`config.mk`:
```
export PLATFORM = sky130hd
export DESIGN_NAME = estagio_busca_flat
export DESIGN_NICKNAME = d
export VERILOG_FILES = /design/src/rtl/isa_pkg.sv /design/src/rtl/estagio_busca_if.sv /design/src/rtl/busca_prox_endereco.sv /design/src/rtl/estagio_busca.sv /design/src/flat_wrapper.sv
export SDC_FILE = /design/constraint.sdc
export NUM_CORES = 1
export LEC_CHECK = 0
export CORE_MARGIN = 3
export CORE_UTILIZATION = 29
export CTS_CLUSTER_SIZE = 40
export DETAILED_ROUTE_END_ITERATION = 10
export PLACE_DENSITY = 0.94
export SLEW_MARGIN = 20
export SYNTH_ARGS = -nofsm -noshare
export SYNTH_HDL_FRONTEND = slang
export SYNTH_SLANG_ARGS = --single-unit
```
`constraint.sdc`:
```
create_clock -name Clock -period 2.7 [get_ports Clock]
set_clock_uncertainty 0.05 [all_clocks]
set_input_delay 0.54 -clock Clock [delete_from_list [all_inputs] [get_ports Clock]]
set_output_delay 0.54 -clock Clock [all_outputs]
set_load 0.01 [all_outputs]
```
`src/rtl/isa_pkg.sv`:
```
// Shared ISA definitions for the instruction-fetch slice: widths, field layout, opcodes and fetch FSM encoding.
// The BUSCA_LOADER_EN build macro selects the program-loader port in estagio_busca.
package isa_pkg;

  localparam int ADDR_W = 4;
  localparam int DATA_W = 16;

  localparam int OPCODE_MSB = 15;
  localparam int OPCODE_LSB = 13;
  localparam int RD_MSB     = 12;
  localparam int RD_LSB     = 10;
  localparam int RS1_MSB    = 9;
  localparam int RS1_LSB    = 7;
  localparam int RS2_MSB    = 6;
  localparam int RS2_LSB    = 4;

  localparam logic [2:0] ADD = 3'd2;
  localparam logic [2:0] SUB = 3'd3;

  localparam logic [DATA_W-1:0] NOP = 16'h0000;

  localparam logic [2:0] R0 = 3'd0;
  localparam logic [2:0] R1 = 3'd1;
  localparam logic [2:0] R2 = 3'd2;
  localparam logic [2:0] R3 = 3'd3;

  typedef enum logic [1:0] {
    ST_PRIME = 2'd0,
    ST_RUN   = 2'd1,
    ST_LOAD  = 2'd2
  } fetch_st_e;

  // Sequential fetch address; wraps naturally at 2^ADDR_W
  function automatic logic [ADDR_W-1:0] pc_incr(input logic [ADDR_W-1:0] pc);
    return pc + {{(ADDR_W-1){1'b0}}, 1'b1};
  endfunction

endpackage

```
`src/rtl/estagio_busca_if.sv`:
```
// Bundles the fetch stage's memory bus, decode handshake and redirect signals.
// Loader signals exist only when BUSCA_LOADER_EN is defined.
interface estagio_busca_if;
  import isa_pkg::*;

  logic              ID_Ready;
  logic              Jump;
  logic [ADDR_W-1:0] JumpTarget;
  logic [DATA_W-1:0] Mem_Q;
  logic [ADDR_W-1:0] Mem_Address;
  logic              Mem_Wren;
  logic [DATA_W-1:0] Mem_Din;
  logic              IF_Valid;
  logic [DATA_W-1:0] Instr;
  logic [ADDR_W-1:0] PC_out;
`ifdef BUSCA_LOADER_EN
  logic              Load_Valid;
  logic [ADDR_W-1:0] Load_Addr;
  logic [DATA_W-1:0] Load_Data;
`endif

  modport master (
    input  ID_Ready, Jump, JumpTarget, Mem_Q,
`ifdef BUSCA_LOADER_EN
    input  Load_Valid, Load_Addr, Load_Data,
`endif
    output Mem_Address, Mem_Wren, Mem_Din, IF_Valid, Instr, PC_out
  );

  modport slave (
    output ID_Ready, Jump, JumpTarget, Mem_Q,
`ifdef BUSCA_LOADER_EN
    output Load_Valid, Load_Addr, Load_Data,
`endif
    input  Mem_Address, Mem_Wren, Mem_Din, IF_Valid, Instr, PC_out
  );

endinterface

```
`src/rtl/busca_prox_endereco.sv`:
```
// Next fetch-address priority mux: redirect, then hold on stall (or while priming), then advance.
module busca_prox_endereco
  import isa_pkg::*;
(
  input  logic [ADDR_W-1:0] pc,
  input  logic              prime,
  input  logic              if_valid,
  input  logic              id_ready,
  input  logic              jump,
  input  logic [ADDR_W-1:0] jump_target,
  output logic [ADDR_W-1:0] prox_endereco
);

  // Re-reading pc on a stall keeps the registered memory output stable
  always_comb begin
    prox_endereco = pc_incr(pc);
    if (jump) begin
      prox_endereco = jump_target;
    end else if (prime || (if_valid && !id_ready)) begin
      prox_endereco = pc;
    end else begin
      prox_endereco = pc_incr(pc);
    end
  end

endmodule

```
`src/rtl/estagio_busca.sv`:
```
// Instruction-fetch stage: owns the PC, hides the memory's one-cycle read latency, valid/ready to decode.
// Define BUSCA_LOADER_EN to add the LOAD state and the program-loader port.
module estagio_busca
  import isa_pkg::*;
(
  input  logic            Clock,
  input  logic            Reset,
  estagio_busca_if.master bus
);

  fetch_st_e         st_r;
  fetch_st_e         st_nxt_s;
  logic [ADDR_W-1:0] pc_r;
  logic [ADDR_W-1:0] pc_nxt_s;
  logic              valid_r;
  logic              valid_nxt_s;
  logic              if_valid_s;
  logic [ADDR_W-1:0] prox_s;

  assign if_valid_s = (st_r == ST_RUN) && valid_r && !bus.Jump;

  busca_prox_endereco u_prox (
    .pc            (pc_r),
    .prime         (st_r == ST_PRIME),
    .if_valid      (if_valid_s),
    .id_ready      (bus.ID_Ready),
    .jump          (bus.Jump),
    .jump_target   (bus.JumpTarget),
    .prox_endereco (prox_s)
  );

  // FSM state, PC of the word on Mem_Q and its valid flag
  always_ff @(posedge Clock or posedge Reset) begin
    if (Reset) begin
      st_r    <= ST_PRIME;
      pc_r    <= '0;
      valid_r <= 1'b0;
    end else begin
      st_r    <= st_nxt_s;
      pc_r    <= pc_nxt_s;
      valid_r <= valid_nxt_s;
    end
  end

  // Next state and outputs; Reset also forces the combinational outputs low
  always_comb begin
    st_nxt_s        = st_r;
    pc_nxt_s        = pc_r;
    valid_nxt_s     = valid_r;
    bus.Mem_Address = '0;
    bus.Mem_Wren    = 1'b0;
    bus.Mem_Din     = '0;
    bus.IF_Valid    = 1'b0;
    bus.Instr       = NOP;
    bus.PC_out      = pc_r;
    if (Reset) begin
      st_nxt_s    = ST_PRIME;
      pc_nxt_s    = '0;
      valid_nxt_s = 1'b0;
      bus.PC_out  = '0;
    end
`ifdef BUSCA_LOADER_EN
    else if (bus.Load_Valid) begin
      st_nxt_s        = ST_LOAD;
      pc_nxt_s        = '0;
      valid_nxt_s     = 1'b0;
      bus.Mem_Wren    = 1'b1;
      bus.Mem_Address = bus.Load_Addr;
      bus.Mem_Din     = bus.Load_Data;
    end
`endif
    else begin
      case (st_r)
        ST_PRIME: begin
          bus.Mem_Address = prox_s;
          pc_nxt_s        = prox_s;
          valid_nxt_s     = 1'b1;
          st_nxt_s        = ST_RUN;
        end
        ST_RUN: begin
          bus.IF_Valid    = if_valid_s;
          bus.Instr       = if_valid_s ? bus.Mem_Q : NOP;
          bus.Mem_Address = prox_s;
          pc_nxt_s        = prox_s;
          valid_nxt_s     = 1'b1;
        end
`ifdef BUSCA_LOADER_EN
        ST_LOAD: begin
          pc_nxt_s    = '0;
          valid_nxt_s = 1'b0;
          st_nxt_s    = ST_PRIME;
        end
`endif
        default: begin
          pc_nxt_s    = '0;
          valid_nxt_s = 1'b0;
          st_nxt_s    = ST_PRIME;
        end
      endcase
    end
  end

endmodule

```
`src/flat_wrapper.sv`:
```
// flat-port wrapper written by rule: the top's interface ports become plain ports
module estagio_busca_flat import isa_pkg::*;
  (Clock, Reset, bus_ID_Ready, bus_Jump, bus_JumpTarget, bus_Mem_Q, bus_Mem_Address, bus_Mem_Wren, bus_Mem_Din, bus_IF_Valid, bus_Instr, bus_PC_out);
  estagio_busca_if bus_i ();
  input  logic Clock;
  input  logic Reset;
  input wire logic [$bits(bus_i.ID_Ready)-1:0] bus_ID_Ready;
  input wire logic [$bits(bus_i.Jump)-1:0] bus_Jump;
  input wire logic [$bits(bus_i.JumpTarget)-1:0] bus_JumpTarget;
  input wire logic [$bits(bus_i.Mem_Q)-1:0] bus_Mem_Q;
  output wire logic [$bits(bus_i.Mem_Address)-1:0] bus_Mem_Address;
  output wire logic [$bits(bus_i.Mem_Wren)-1:0] bus_Mem_Wren;
  output wire logic [$bits(bus_i.Mem_Din)-1:0] bus_Mem_Din;
  output wire logic [$bits(bus_i.IF_Valid)-1:0] bus_IF_Valid;
  output wire logic [$bits(bus_i.Instr)-1:0] bus_Instr;
  output wire logic [$bits(bus_i.PC_out)-1:0] bus_PC_out;
  assign bus_i.ID_Ready = bus_ID_Ready;
  assign bus_i.Jump = bus_Jump;
  assign bus_i.JumpTarget = bus_JumpTarget;
  assign bus_i.Mem_Q = bus_Mem_Q;
  assign bus_Mem_Address = bus_i.Mem_Address;
  assign bus_Mem_Wren = bus_i.Mem_Wren;
  assign bus_Mem_Din = bus_i.Mem_Din;
  assign bus_IF_Valid = bus_i.IF_Valid;
  assign bus_Instr = bus_i.Instr;
  assign bus_PC_out = bus_i.PC_out;
  estagio_busca u_core (.Clock(Clock), .Reset(Reset), .bus(bus_i));
endmodule
```
== After elaboration in Yosys (flattened, before gate mapping) ==
Cells that the tools add are included.

* Reduce and logical (&&, ||, !) cells: 8
* Equal/unequal tests: 2
* Add/subtract/negate cells: 1
* Multiplexer cells: 14

{| class="wikitable"
|+ Operator list
! operator !! count
|-
| 16-bit 2-to-1 mux || 3
|-
| 4-bit 2-to-1 mux || 5
|-
| 4-bit by 1-bit adder with 4-bit output, second input constant || 1
|-
| 1-bit 2-to-1 mux || 4
|-
| 2-bit case mux with 2 select lines || 1
|-
| 1-bit logical AND || 3
|-
| 2-bit by 1-bit equality test with 1-bit output, second input constant || 1
|-
| 1-bit zero test || 2
|-
| 2-bit zero test || 1
|-
| 2-bit 2-to-1 mux || 1
|-
| 2-bit != test, second input constant || 1
|-
| 2-bit OR reduction || 1
|-
| 1-bit logical OR || 1
|}

* Input port bits: 24
* Output and inout port bits: 42
* Register bits after elaboration: 7
* Word-level logic and storage cells: 28

== Depth between registers and ports, before layout ==
* Depth in word-level cells: 9
* Depth in mapped cells: 4
* Gate-level depth less buffers: 4

== Cells and area by module ==
From an unflattened synthesis, not the netlist that was laid out.

* Cells, all modules: 78
* Area total of the unflattened synthesis: 649.4 um^2

{| class="wikitable"
|+ By module, submodules not included
! module !! area an instance (um^2) !! cells an instance !! instances !! seq. area each (um^2)
|-
| estagio_busca || 501.7 || 55 || 1 || 150.1
|-
| busca_prox_endereco || 147.6 || 23 || 1 || 0.0
|}

== Least setup slack after synthesis ==
Ideal clock, no wire load.

* Kind: reg-to-output
* From: register u_core.pc_r[0]
* To: output port bus_Mem_Address[2]
* Cell stages (with the launch flop): 5
* Path buffers: 0
* Arrival time: 1.502 ns
* Slack: 0.608 ns
* Data required time: 2.110 ns
* Cell sequence: dfrtp_1 -> ha_1 -> inv_1 -> or4_1 -> a311oi_1

* Word-level cells in the longest chain between the ends: 5

{| class="wikitable"
|+ Ends and longest elaborated chain
! what !! line !! source
|-
| start: declaration || estagio_busca.sv:13 || <nowiki>logic [ADDR_W-1:0] pc_r;</nowiki>
|-
| start signal: assignment || estagio_busca.sv:40 || <nowiki>pc_r <= pc_nxt_s;</nowiki>
|-
| 4-bit by 1-bit adder with 4-bit output || - ||
|-
| 4-bit 2-to-1 mux || busca_prox_endereco.sv:19 || <nowiki>end else if (prime || (if_valid && !id_ready)) begin</nowiki>
|-
| 4-bit 2-to-1 mux || busca_prox_endereco.sv:17 || <nowiki>if (jump) begin</nowiki>
|-
| 4-bit 2-to-1 mux || estagio_busca.sv:73 || <nowiki>case (st_r)</nowiki>
|-
| 4-bit 2-to-1 mux || estagio_busca.sv:56 || <nowiki>if (Reset) begin</nowiki>
|-
| end: declaration || flat_wrapper.sv:11 || <nowiki>output wire logic [$bits(bus_i.Mem_Address)-1:0] bus_Mem_Address;</nowiki>
|}

Every way passes these cells.

== Worst setup path after layout ==
* From: input port bus_Jump
* To: output port bus_Mem_Address[1]

* Word-level cells in the longest chain between the ends: 8

{| class="wikitable"
|+ Ends and longest elaborated chain
! what !! line !! source
|-
| start: declaration || flat_wrapper.sv:8 || <nowiki>input wire logic [$bits(bus_i.Jump)-1:0] bus_Jump;</nowiki>
|-
| 1-bit zero test || estagio_busca.sv:20 || <nowiki>assign if_valid_s = (st_r == ST_RUN) && valid_r && !bus.Jump;</nowiki>
|-
| 1-bit logical AND || estagio_busca.sv:20 ||
|-
| 1-bit logical AND || busca_prox_endereco.sv:19 ||
|-
| 1-bit logical OR || busca_prox_endereco.sv:19 ||
|-
| 4-bit 2-to-1 mux || busca_prox_endereco.sv:19 ||
|-
| 4-bit 2-to-1 mux (*) || busca_prox_endereco.sv:17 ||
|-
| 4-bit 2-to-1 mux (*) || estagio_busca.sv:73 ||
|-
| 4-bit 2-to-1 mux (*) || estagio_busca.sv:56 ||
|}

Every way passes the cells marked *; elsewhere a longest branch is shown, timed or not.

==> impl_results.html <==
<table>
<tr><th>Metric</th><th>Value</th></tr>
<tr><th colspan="2">Worst hold path</th></tr>
<tr><td>Min-Delay Startpoint</td><td>u_core.pc_r[3]$_DFF_PP0_</td></tr>
<tr><td>Hold Path Stages</td><td>3</td></tr>
<tr><td>Path type of the worst min-delay path</td><td>reg2reg</td></tr>
<tr><th colspan="2">Critical path</th></tr>
<tr><td>CP Max Fanout</td><td>8</td></tr>
<tr><td>Register-to-Register Path Depth</td><td>4</td></tr>
<tr><td>Worst endpoint data arrival time</td><td>1.99 ns</td></tr>
<tr><td>Worst setup startpoint</td><td>bus_Jump</td></tr>
<tr><td>Critical Path Source Type</td><td>primary input</td></tr>
<tr><td>Req. time, crit path</td><td>between 2 and 2.5 ns</td></tr>
<tr><td>Critical path capture point type</td><td>output pin</td></tr>
<tr><td>Setup CP Type</td><td>in2out</td></tr>
<tr><td>Worst flop-to-flop path startpoint</td><td>u_core.pc_r[0]$_DFF_PP0_</td></tr>
<tr><th colspan="2">Yosys</th></tr>
<tr><td>Average cell area after synthesis</td><td>7.85 sq um</td></tr>
<tr><td>Synth warnings</td><td>0</td></tr>
<tr><td>Post-synthesis share of cell area spent on full adders, half adders and majority gates</td><td>0.0216</td></tr>
<tr><td>Mapped Area</td><td>about 580 sq um</td></tr>
<tr><td>Register bit total from synthesis</td><td>6</td></tr>
<tr><td>Top FF cell, synth</td><td>dfrtp_1</td></tr>
<tr><td>Post-synthesis mux area share</td><td>0</td></tr>
<tr><td>Proportion of register bits with asynchronous set or reset after synthesis</td><td>1.00</td></tr>
<tr><td>Yosys top cell by area</td><td>dfrtp_1</td></tr>
<tr><td>Xor/xnor share of the synthesized area</td><td>0</td></tr>
<tr><td>Number of library cell types mapped by synthesis</td><td>22</td></tr>
<tr><td>Synth top area cells</td><td>dfrtp_1, buf_4, and2_1, a311oi_1, nor2b_1</td></tr>
<tr><td>Count of flip-flops with a built-in enable after synthesis</td><td>0</td></tr>
<tr><td>Area share of and/or/nand/nor cells after synthesis</td><td>0.336</td></tr>
<tr><td>Share of the synthesized area in compound gates (AO/OA/AOI/OAI)</td><td>0.106</td></tr>
<tr><td>Main combinational cell family by area after synthesis</td><td>simple AND/OR/NAND/NOR gates</td></tr>
<tr><td>Syn Inst Count</td><td>74</td></tr>
<tr><td>Area share of the leading cell type in the synthesized netlist</td><td>0.259</td></tr>
<tr><td>Sequential fraction of the synthesis area</td><td>0.259</td></tr>
<tr><th colspan="2">Timing</th></tr>
<tr><td>Clock period minus final worst setup slack</td><td>2.58 ns</td></tr>
<tr><td>Unrepaired setup endpoints after global routing</td><td>no</td></tr>
<tr><td>Final total negative setup slack</td><td>0 ns</td></tr>
<tr><td>Final cycle utilization of the critical path</td><td>0.956</td></tr>
<tr><td>Achievable frequency</td><td>0.387 GHz</td></tr>
<tr><td>Final Hold Violating Endpoints</td><td>0</td></tr>
<tr><td>Worst hold margin</td><td>0.587 ns</td></tr>
<tr><td>Count of final setup violators</td><td>0</td></tr>
<tr><td>Number of pins exceeding their max-slew limit in the final report</td><td>0</td></tr>
<tr><th colspan="2">Power and ir drop</th></tr>
<tr><td>Sequential cell fraction of total power</td><td>0.346</td></tr>
<tr><td>Cell-internal power</td><td>209 uW</td></tr>
<tr><td>Clock network fraction of total power</td><td>0.262</td></tr>
<tr><td>Total leakage power</td><td>0.000606 uW</td></tr>
<tr><td>Relative contribution of combinational cells to total power</td><td>0.393</td></tr>
<tr><td>Switching share of total power</td><td>0.291</td></tr>
<tr><td>Power spent charging and discharging nets</td><td>85.9 uW</td></tr>
<tr><td>Worst IR Drop VDD</td><td>183 uV</td></tr>
<tr><td>Power per Cell Area</td><td>between 200 and 300 mW/mm^2</td></tr>
<tr><th colspan="2">Drt</th></tr>
<tr><td>Number of vias in the routed layout</td><td>687</td></tr>
<tr><td>Detailed Route Iter0 Violations</td><td>7</td></tr>
<tr><td>Number of vias per cell</td><td>about 4.5</td></tr>
<tr><td>Wire length per cell</td><td>between 10 and 15 microns</td></tr>
<tr><td>Iteration count of the initial detailed-routing pass</td><td>4</td></tr>
<tr><td>Antenna-violating nets left</td><td>0</td></tr>
<tr><td>Residual DRC</td><td>0</td></tr>
<tr><td>Final Routed Wirelength</td><td>2.05 mm</td></tr>
<tr><th colspan="2">Layout</th></tr>
<tr><td>Most used cells in the layout excluding fill and tap cells</td><td>clkdlybuf4s50_1, dlygate4sd2_1, conb_1, and2_1, dfrtp_1</td></tr>
<tr><td>Number of diodes</td><td>0</td></tr>
<tr><td>Utilization after layout</td><td>0.624</td></tr>
<tr><td>Layout net count</td><td>156</td></tr>
<tr><td>Synth-to-Final Area Change</td><td>93.8%</td></tr>
<tr><td>Most frequent standard cell in the layout excluding fill and tap cells</td><td>clkdlybuf4s50_1</td></tr>
<tr><td>Final Cell Area</td><td>between 0.001 and 0.0015 sq mm</td></tr>
<tr><td>Share of final-layout standard cells stronger than drive strength 1</td><td>0.147</td></tr>
<tr><th colspan="2">Placement</th></tr>
<tr><td>Cell Area, Placed</td><td>0.00106 sq mm</td></tr>
<tr><td>Half-perimeter wire length after detailed placement</td><td>1.66 mm</td></tr>
<tr><td>GPL Wtd Cong</td><td>0.724</td></tr>
<tr><td>Count of buffers inserted at the top-level ports</td><td>48</td></tr>
<tr><th colspan="2">Clock tree</th></tr>
<tr><td>Skew-Pair Late Insertion Delay</td><td>between 0.2 and 0.25 ns</td></tr>
<tr><td>Number of hold buffers added after cts</td><td>0</td></tr>
<tr><td>H-tree depth reported by CTS</td><td>1</td></tr>
<tr><td>Total clock sinks</td><td>6</td></tr>
<tr><td>TritonCTS buffer count</td><td>3</td></tr>
<tr><td>CTS tree</td><td>done</td></tr>
<tr><td>Clock slew seen by the registers of the worst setup and hold paths</td><td>0.04 ns</td></tr>
<tr><td>Post-CTS setup buffers</td><td>0</td></tr>
<tr><td>Buffer cell driving the clock tree root</td><td>clkbuf_4</td></tr>
<tr><td>Maximum buffer depth of the clock tree</td><td>2</td></tr>
<tr><th colspan="2">Floorplanning</th></tr>
<tr><td>I/O pins</td><td>66</td></tr>
<tr><td>Standard-cell rows</td><td>15</td></tr>
<tr><td>Y dimension of the die</td><td>50.7 microns</td></tr>
<tr><td>Die outline area</td><td>0.00257 sq mm</td></tr>
<tr><td>Starting utilization of the core area</td><td>0.322</td></tr>
<tr><td>Floorplan core area</td><td>approximately 0.0018 sq mm</td></tr>
<tr><td>Die boundary width</td><td>50.7 microns</td></tr>
<tr><th colspan="2">Run</th></tr>
<tr><td>Reported max-cap violation count</td><td>0</td></tr>
<tr><th colspan="2">Outcome</th></tr>
<tr><td>Run status</td><td>finished clean</td></tr>
<tr><th colspan="2">Global route</th></tr>
<tr><td>Initial antenna violation count</td><td>0</td></tr>
<tr><td>GRT busiest layer</td><td>met2</td></tr>
<tr><td>Fraction of met1 tracks used by global routing</td><td>0.139</td></tr>
<tr><td>Global routing met2 resource utilization</td><td>0.293</td></tr>
<tr><td>Maximum number of pins on one net before global-route repair</td><td>11</td></tr>
<tr><td>Aggregate global routing overflow</td><td>0</td></tr>
<tr><td>Via count of the first global-routing pass</td><td>692</td></tr>
<tr><td>Global-route track usage on met3</td><td>0.0564</td></tr>
<tr><td>Overall global routing resource usage</td><td>0.153</td></tr>
<tr><td>Global-route wire length before repair</td><td>3.02 mm</td></tr>
</table>
[metrics by stage]
step	total power (uW)	std cells	worst slack [ns]
2_1_floorplan	161	90	0.608
3_3_place_gp	210	150	-0.297
3_5_place_dp	214	150	-0.470
4_1_cts	296	154	-0.0846
5_1_grt	315	154	0.0429
6_report	295	154	0.118
[worst max-delay path: stages]
cell and delay (ns):
clkdlybuf4s50_1 0.45, inv_1 0.27, nor2_1 0.10, a311oi_2 0.31, dlygate4sd2_1 0.32
[layer usage]
metal | vias to the layer above | wire, microns | part of all wire
met2 | 46 | 1060 | 0.52
met5 | - | 0 | 0
met4 | 0 | 27 | 0.013
li1 | 320 | - | -
met3 | 4 | 235 | 0.11
met1 | 317 | 723 | 0.35
[timing repair]
action	CTS	global route
cloned	1	0
setup endpoints to repair	20	3
hold endpoints to repair	0	0
gates resized for setup	28	8
pin swaps	0	1
[Yosys cell counts, types with 2 or more instances]
library cell	n
o21ai_0	2
clkbuf_1	2
dfrtp_1	6
nor2_1	5
a311oi_1	4
and2_1	16
nor2b_1	4
buf_4	17
inv_1	5
[final timing paths]
kind,to,slack (ns)
max,bus_Mem_Address[1],0.12
max reg2reg,u_core.pc_r[2]$_DFF_PP0_,1.02
max in group asynchronous,u_core.valid_r$_DFF_PP0_,1.65
min in group asynchronous,u_core.pc_r[1]$_DFF_PP0_,0.76
min,u_core.pc_r[3]$_DFF_PP0_,0.59
min reg2reg,u_core.pc_r[3]$_DFF_PP0_,0.59
[power groups by stage]
| stage | clock, uW | combinational, uW | sequential (uW) |
|---|---|---|---|
| CTS | 82.1 | 112 | 102 |
| finish | 77.3 | 116 | 102 |
| floorplan | 0 | 60.2 | 101 |
| global placement | 0 | 108 | 102 |
| detailed placement | 0 | 111 | 103 |
| global route | 87.2 | 125 | 103 |
[kinds of logic after synthesis]
logic type | Yosys count
AOI/OAI and AO/OA | 8
adders and majority gates | 1
buffers and inverters | 25
DFF | 6
other | 1
and+or+nand+nor | 33
[flip-flops by register name (all words and copies together) (netlist names)]
name	count
u_core.valid_r	1
u_core.pc_r	4
u_core.st_r	1
[cell type report]
cell class | instances | area (sq um)
fill | 143 | 677
timing repair buffer | 55 | 517
multi-input combinational | 59 | 382
sequential | 6 | 150
tap | 25 | 31.3
clock buffer | 3 | 22.5
inverter | 6 | 22.5
Note: power is estimated with default switching activity, not from simulation.
